File: src/rtl/ad_block.sv
// ad_block: serial A/D capture front end.
// Generates cs_n/sclk framing for a serial ADC, shifts in one DW-bit sample
// per frame (MSB first) and queues samples in a first-word-fall-through FIFO
// read with a re/valid handshake. A sticky overrun flag records dropped samples.
module ad_block #(
  parameter int DW      = 8,
  parameter int DIV     = 2,
  parameter int GAP_CYC = 3,
  parameter int DEPTH   = 8,
  parameter int AW      = 3
) (
  input  logic          adck,
  input  logic          reset,
  input  logic          run,
  input  logic          re,
  input  logic          clr_ovr,
  input  logic          adc_sdata,
  output logic          adc_cs_n,
  output logic          adc_sclk,
  output logic [DW-1:0] dout,
  output logic          valid,
  output logic          full,
  output logic [AW:0]   level,
  output logic          overrun
);

  localparam int CW = $clog2(2*DIV + GAP_CYC + 1);
  localparam int BW = $clog2(DW + 1);

  localparam logic [CW-1:0] CNT_ONE   = CW'(1);
  localparam logic [CW-1:0] HALF_LAST = CW'(DIV - 1);
  localparam logic [CW-1:0] PER_LAST  = CW'(2*DIV - 1);
  localparam logic [CW-1:0] GAP_LAST  = CW'(GAP_CYC - 1);
  localparam logic [BW-1:0] BIT_ONE   = BW'(1);
  localparam logic [BW-1:0] BIT_LAST  = BW'(DW - 1);
  localparam logic [AW-1:0] PTR_ONE   = AW'(1);
  localparam logic [AW:0]   LVL_ONE   = (AW+1)'(1);
  localparam logic [AW:0]   LVL_FULL  = (AW+1)'(DEPTH);

  typedef enum logic [2:0] {IDLE, START, SHIFT, DONE, GAP} state_t;

  state_t        state;
  logic [CW-1:0] cnt;
  logic [BW-1:0] bitc;
  logic [DW-1:0] sh;

  logic [DW-1:0] mem [DEPTH];
  logic [AW-1:0] wptr, rptr, rptr_n;
  logic [AW:0]   rem, lvl_n;
  logic          push, pop, do_push;

  // Frame sequencer: cs_n/sclk are registered and change only on state/phase edges.
  always_ff @(posedge adck or negedge reset) begin
    if (!reset) begin
      state    <= IDLE;
      cnt      <= '0;
      bitc     <= '0;
      sh       <= '0;
      adc_cs_n <= 1'b1;
      adc_sclk <= 1'b0;
    end else begin
      case (state)
        IDLE: begin
          if (run) begin
            state    <= START;
            cnt      <= '0;
            adc_cs_n <= 1'b0;
          end
        end
        START: begin
          if (cnt == PER_LAST) begin
            state <= SHIFT;
            cnt   <= '0;
            bitc  <= '0;
          end else begin
            cnt <= cnt + CNT_ONE;
          end
        end
        SHIFT: begin
          // Sample on the same edge that raises sclk; data settled during the low half.
          if (cnt == HALF_LAST) begin
            adc_sclk <= 1'b1;
            sh       <= {sh[DW-2:0], adc_sdata};
          end
          if (cnt == PER_LAST) begin
            adc_sclk <= 1'b0;
            cnt      <= '0;
            if (bitc == BIT_LAST) begin
              state    <= DONE;
              adc_cs_n <= 1'b1;
            end else begin
              bitc <= bitc + BIT_ONE;
            end
          end else begin
            cnt <= cnt + CNT_ONE;
          end
        end
        DONE: begin
          state <= GAP;
          cnt   <= '0;
        end
        GAP: begin
          if (cnt == GAP_LAST) begin
            cnt <= '0;
            if (run) begin
              state    <= START;
              adc_cs_n <= 1'b0;
            end else begin
              state <= IDLE;
            end
          end else begin
            cnt <= cnt + CNT_ONE;
          end
        end
        default: begin
          state    <= IDLE;
          adc_cs_n <= 1'b1;
          adc_sclk <= 1'b0;
        end
      endcase
    end
  end

  assign valid   = (level != '0);
  assign full    = (level == LVL_FULL);
  assign push    = (state == DONE);
  assign pop     = re && valid;
  // A simultaneous pop frees the slot, so a full FIFO still accepts the sample.
  assign do_push = push && (!full || pop);

  // Next-state FIFO bookkeeping shared by the count, pointer and head logic.
  always_comb begin
    rptr_n = pop ? rptr + PTR_ONE : rptr;
    rem    = pop ? level - LVL_ONE : level;
    lvl_n  = do_push ? rem + LVL_ONE : rem;
  end

  // FIFO control, registered head (dout) and sticky overrun.
  always_ff @(posedge adck or negedge reset) begin
    if (!reset) begin
      wptr    <= '0;
      rptr    <= '0;
      level   <= '0;
      dout    <= '0;
      overrun <= 1'b0;
    end else begin
      level <= lvl_n;
      rptr  <= rptr_n;
      if (do_push) wptr <= wptr + PTR_ONE;
      // Head: the incoming sample if nothing older survives, else the next stored one.
      if (lvl_n != '0) begin
        if (rem == '0) dout <= sh;
        else           dout <= mem[rptr_n];
      end
      if (push && full && !pop) overrun <= 1'b1;
      else if (clr_ovr)         overrun <= 1'b0;
    end
  end

  // Sample storage; no reset needed since level gates visibility.
  always_ff @(posedge adck) begin
    if (do_push) mem[wptr] <= sh;
  end

endmodule

File: config.mk
export PLATFORM = sky130hd
export DESIGN_NAME = ad_block
export DESIGN_NICKNAME = d
export VERILOG_FILES = /design/src/rtl/ad_block.sv
export SDC_FILE = /design/constraint.sdc
export NUM_CORES = 1
export LEC_CHECK = 0
export CORE_MARGIN = 3
export CORE_UTILIZATION = 45
export CTS_CLUSTER_DIAMETER = 200
export CTS_CLUSTER_SIZE = 25
export DETAILED_ROUTE_END_ITERATION = 7
export REMOVE_ABC_BUFFERS = 1
export SLEW_MARGIN = 20
export SYNTH_ARGS = -nofsm -noshare
export SYNTH_HDL_FRONTEND = slang
export SYNTH_SLANG_ARGS = --single-unit
File: constraint.sdc
create_clock -name adck -period 7.1 [get_ports adck]
set_clock_uncertainty 0.2 [all_clocks]
set_input_delay 1.42 -clock adck [delete_from_list [all_inputs] [get_ports adck]]
set_output_delay 1.42 -clock adck [all_outputs]
set_load 0.02 [all_outputs]
---- Word-level counts from Yosys, hierarchy flattened ----
Memories as Yosys holds them, arrays and structs flattened.
Index checks and enable logic that the tools add are counted.
storage, ports and cells
  register bits after elaboration ......... 39
  bits in latches ......................... 0
  memory bits (writable) .................. 64
  memory bits (read-only) ................. 0
  input port bits ......................... 6
  output and inout port bits .............. 17
  memories ................................ 1
memories
  name  depth  bits a word  read ports  clocked after Yosys merged registers in  wr ports  line  source
  mem   8      8            1           0                                        1         47    logic [DW-1:0] mem [DEPTH];
cells by class
  add/sub/neg operators ................... 6
  multiply operators ...................... 0
  div/mod/pow operators ................... 0
  order comparisons ....................... 0
  equality and inequality tests ........... 16
  shift-type cells ........................ 0
  multiplexer cells ....................... 31
  bitwise logic cells ..................... 2
  reductions and logical operators ........ 23
operators by type and width
  kind                                                                   count
  3-bit 2-to-1 mux                                                       9
  4-bit 2-to-1 mux                                                       5
  3-bit one-hot mux with 5 select lines                                  1
  3-bit by 2-bit equality test with 1-bit output, second input constant  4
  2-bit != test, second input constant                                   6
  3-bit one-hot mux with 4 select lines                                  1
  4-bit nonzero test                                                     3
  1-bit 2-to-1 mux                                                       11
  3-bit by 1-bit adder with 3-bit output, second input constant          3
  4-bit by 1-bit adder with 4-bit output, second input constant          2
  8-bit 2-to-1 mux                                                       1
  4-bit one-hot mux with 2 select lines                                  1
  4-bit AND reduction                                                    2
  3-bit by 1-bit equality test with 1-bit output, second input constant  2
  2-bit AND reduction                                                    3
  5-bit AND reduction                                                    1
  4-bit by 3-bit equality test with 1-bit output, second input constant  1
  4-bit equality test, second input constant                             1
  1-bit logical AND                                                      4
  4-bit logical NOT                                                      1
  1-bit one-hot mux with 4 select lines                                  1
  2-bit nonzero test                                                     2
  2-bit OR reduction                                                     2
  4-bit OR reduction                                                     1
  8 further kinds                                                        10

---- Longest topological paths before layout ----
  depth after elaboration ................. 6
  depth in mapped cells ................... 11

---- Worst setup path after synthesis ----
No wires, ideal clock.
  kind .................................... input port to flip-flop
  from .................................... input re
  to ...................................... register dout[5]
  library setup time ...................... 0.087 ns
  data arrival time ....................... 3.167 ns
  path slack .............................. 3.647 ns
  stages on the path ...................... 8
  buffers on the path ..................... 2
  path through ............................ buf_2 > nor4b_1 > mux2i_1 > nor2_1 > nor4bb_1 > clkbuf_1 > or3b_2 > o211ai_1
on the way
  word-level cells in the longest chain between the ends .. 5
ends and longest elaborated chain
  item                                                                                line      source
  start, declared                                                                     15        input logic re,
  1-bit logical AND *                                                                 127       assign pop = re && valid;
  4-bit 2-to-1 mux / 1-bit logical OR (equally long branches)                         134, 129
  4-bit by 1-bit adder with 4-bit output / 1-bit logical AND (equally long branches)  135, 129
  4-bit 2-to-1 mux                                                                    135       lvl_n = do_push ? rem + LVL_ONE : rem;
  4-bit nonzero test                                                                  151       if (lvl_n != '0) begin
  end signal, assigned                                                                152       if (rem == '0) dout <= sh;
  end signal, assigned                                                                153       else dout <= mem[rptr_n];
  end, declared                                                                       20        output logic [DW-1:0] dout,
Mark *: on every way between the ends. The rest lies on a longest branch, timed or not.
A chain may end at the register's enable or synchronous reset.

---- Worst setup path in the final report ----
  from .................................... input re
  to ...................................... register dout[4]
Same word-level chain as after synthesis.

==> summary.md <==
| Metric | Value |
|---|---|
| Setup Crit Path Kind | primary input to flip-flop |
| Max Slew Vio Count | 0 |
| Number of fillers in the final layout | 884 |
| Worst Hold Class | flip-flop to flip-flop |
| Outcome | finished, final reports clean |
| Vias in the first global route | 2879 |
| Synth-to-Final Area Change | 10.3% |
| Fin. Hold Viols | 0 |
| I/O pins | 23 |
| Tcrit/Tclk final | 0.571 |
| Setup crit start kind | primary input |
| Multi-input gate area | 0.00191 sq mm |
| GRT overflow | 0 |
| Ys flop type | edfxtp_1 |
| Worst-Margin Slew | 0.966 ns |
| Max clock buf depth | 2 |
| Req. time, crit path | 7.16 ns |
| TritonCTS Buffers | 9 |
| Synth unique cells | 50 |
| Number of max-cap violations | 0 |
| CP Capture Type | flip-flop |
| Final setup vio count | 0 |
| GRT Util Overall | 0.170 |
| Gate Count Post-Synth | 345 |
| Post-synth ARST share | 0.379 |
| Drt total wl | 9.93 mm |
| Die area | 0.0123 sq mm |
| Syn Area/Cell | 14.3 sq um |
| Initial antenna violation count | 0 |
| CP Max Fanout | 14 |
| Final Instance Area | 0.00544 sq mm |
| Setup TNS | 0 ns |
| GPL Wtd Cong | 0.742 |
| Seq/Total Area, Yosys | 0.588 |
| Tmin final | 4.06 ns |
| Synthesized flop and latch total | 103 |
| Overall power | 2.29 mW |
| Root buffer cell | clkbuf_8 |
| Rel. slew slack | 0.354 |
| Share of cells above drive strength 1 | 0.185 |
| Synth Warn # | 0 |
| Core Area | 0.0105 sq mm |
| Clk_lat worst skew | 0.35 ns |
| Critical Path AT | 4.11 ns |
| RSZ-0062 raised after global routing | false |
| Final net count | 378 |
| Post-synth EDFFs | 64 |
| # diodes | 0 |
| H-tree levels | 3 |
| I/O Buffers | 22 |
| Power Density | 422 mW/mm^2 |
| Post-route ant nets | 0 |
| Die H | 111 um |
| Router iterations before antenna repair | 4 |
| CTS resizes | 0 |
| Initial Util | 0.469 |
| DR iter-0 viols | 139 |
| Dpl cell area | 0.00527 sq mm |
| Max rail drop VDD | 0.235 mV |
| Global-route wire length before repair | 15.8 mm |
| Hold-fix buffers at CTS | 0 |
| Routed vias | 2903 |
| FMAX | 247 MHz |
| HPWL after DPL | 6.40 mm |
| Worst Hold Slack | 0.295 ns |
| Drt wl/cell | 19.7 um |
| Remaining routing DRC violations | 0 |
| Reg clk slew, reported paths | 0.09 ns |
| Post-CTS Setup Bufs | 0 |
| FF+latch area | 0.00290 sq mm |
| Num rows | 37 |
| Via density | 5.76 |
| CTS tree | done |
| Leakage | 1.97 nW |
| Largest net degree at the start of global routing | 40 |
| Clk sink count | 103 |
| Synthesized area | 0.00493 sq mm |
| Die W | 111 um |
-- placed cells by master (no fill, tap or decap), drive strengths merged, types with 3 or more instances in the layout --
master,n
mux2i,4
ha,9
o21ai,19
buf,4
and3,9
a21oi,11
inv,15
clkinv,3
xnor2,3
mux4,30
clkdlybuf4s50,21
nand3b,5
or2,3
o31ai,8
nor3,4
xor2,4
edfxtp,64
a22oi,15
nand3,5
nand2,17
nor2,22
nand2b,9
dfrtp,38
mux2,9
clkbuf,12
-- worst max-delay path, cell delays in order --
cell and delay, ns:
clkdlybuf4s50_1 0.82, nor4b_1 0.35, mux2i_1 0.38, nor2_1 0.07, nor4bb_1 0.15, buf_4 0.21, or2_2 0.41, o31ai_1 0.29
-- through the flow --
stage | setup WS, ns | utilization | std cells
final | 3.04 | 0.518 | 504
after global routing | 2.86 | 0.518 | 504
after CTS | 3.06 | 0.517 | 504
after detailed placement | 2.66 | 0.501 | 488
after global placement | 2.72 | 0.501 | 488
after floorplan | 3.10 | - | 327
-- cell usage after synthesis (2+ instances only) --
cell / n / area, sq um
a21oi_1: 10 / 50.1
o211ai_1: 2 / 15.0
nor2_1: 22 / 82.6
nor3_1: 4 / 20.0
nand3b_1: 5 / 37.5
inv_1: 14 / 52.6
clkbuf_1: 10 / 37.5
o21ai_0: 19 / 95.1
buf_1: 2 / 7.51
buf_6: 2 / 22.5
o31ai_1: 8 / 60.1
ha_1: 9 / 113
dfrtp_1: 38 / 951
nand3_1: 5 / 25.0
and3_1: 9 / 56.3
nor2b_1: 2 / 12.5
mux2_2: 9 / 101
a22oi_1: 15 / 113
buf_2: 3 / 15.0
or2_2: 3 / 18.8
xor2_1: 4 / 35.0
mux2i_1: 3 / 30.0
nor4b_1: 2 / 17.5
mux4_2: 30 / 676
edfxtp_1: 64 / 1920
xnor2_1: 3 / 26.3
nor4bb_1: 2 / 20.0
nand2_1: 16 / 60.1
nand2b_1: 9 / 56.3
-- where the power goes --
group	switching [mW]	internal, mW
Clock	0.194	0.137
Sequential	0.138	0.763
Combinational	0.521	0.541
Total	0.853	1.44
-- sequential cells by signal (all words and copies together) (netlist names), 3 cells and up --
name	flops
mem	64
dout	8
sh	8
bitc	4
level	4
cnt	3
rptr	3
state	3
wptr	3
-- path summary, 6_finish.rpt --
| path | from | to | slack (ns) | cells past startpoint |
|---|---|---|---|---|
| max | re | dout[4] | 3.04 | 8 |
| min | bitc[3] | bitc[3] | 0.30 | 1 |
| max reg2reg | level[0] | dout[5] | 3.67 | 8 |
| min reg2reg | bitc[3] | bitc[3] | 0.30 | 1 |
| max in group asynchronous | reset | rptr[0] | 5.49 | 1 |
| min in group asynchronous | reset | sh[3] | 0.84 | 1 |
-- cells by family after synthesis --
logic type,after synthesis,share of synthesized area
flops,103,0.588
simple gates,88,0.0979
compound gates,63,0.0835
mux,43,0.166
buf+inv,32,0.0289
fa+ha+maj,9,0.0228
xor+xnor,7,0.0124
-- cell type report --
type | instances | area share
Clock buffer | 12 | 0.0267
Multi-Input combinational cell | 210 | 0.351
Clock inverter | 4 | 0.00414
Tap cell | 136 | 0.0313
Timing Repair Buffer | 25 | 0.0442
Inverter | 14 | 0.00966
Sequential cell | 103 | 0.533
-- metal layers --
metal | wire, um | track usage | up-vias | part of all wire
li1 | - | - | 1366 | -
met1 | 4270 | 0.212 | 1479 | 0.43
met2 | 5130 | 0.298 | 49 | 0.52
met3 | 378 | 0.0240 | 9 | 0.038
met4 | 140 | 0.0698 | 0 | 0.014
met5 | 0 | 0 | - | 0
Power figures use the tool's default switching activity.
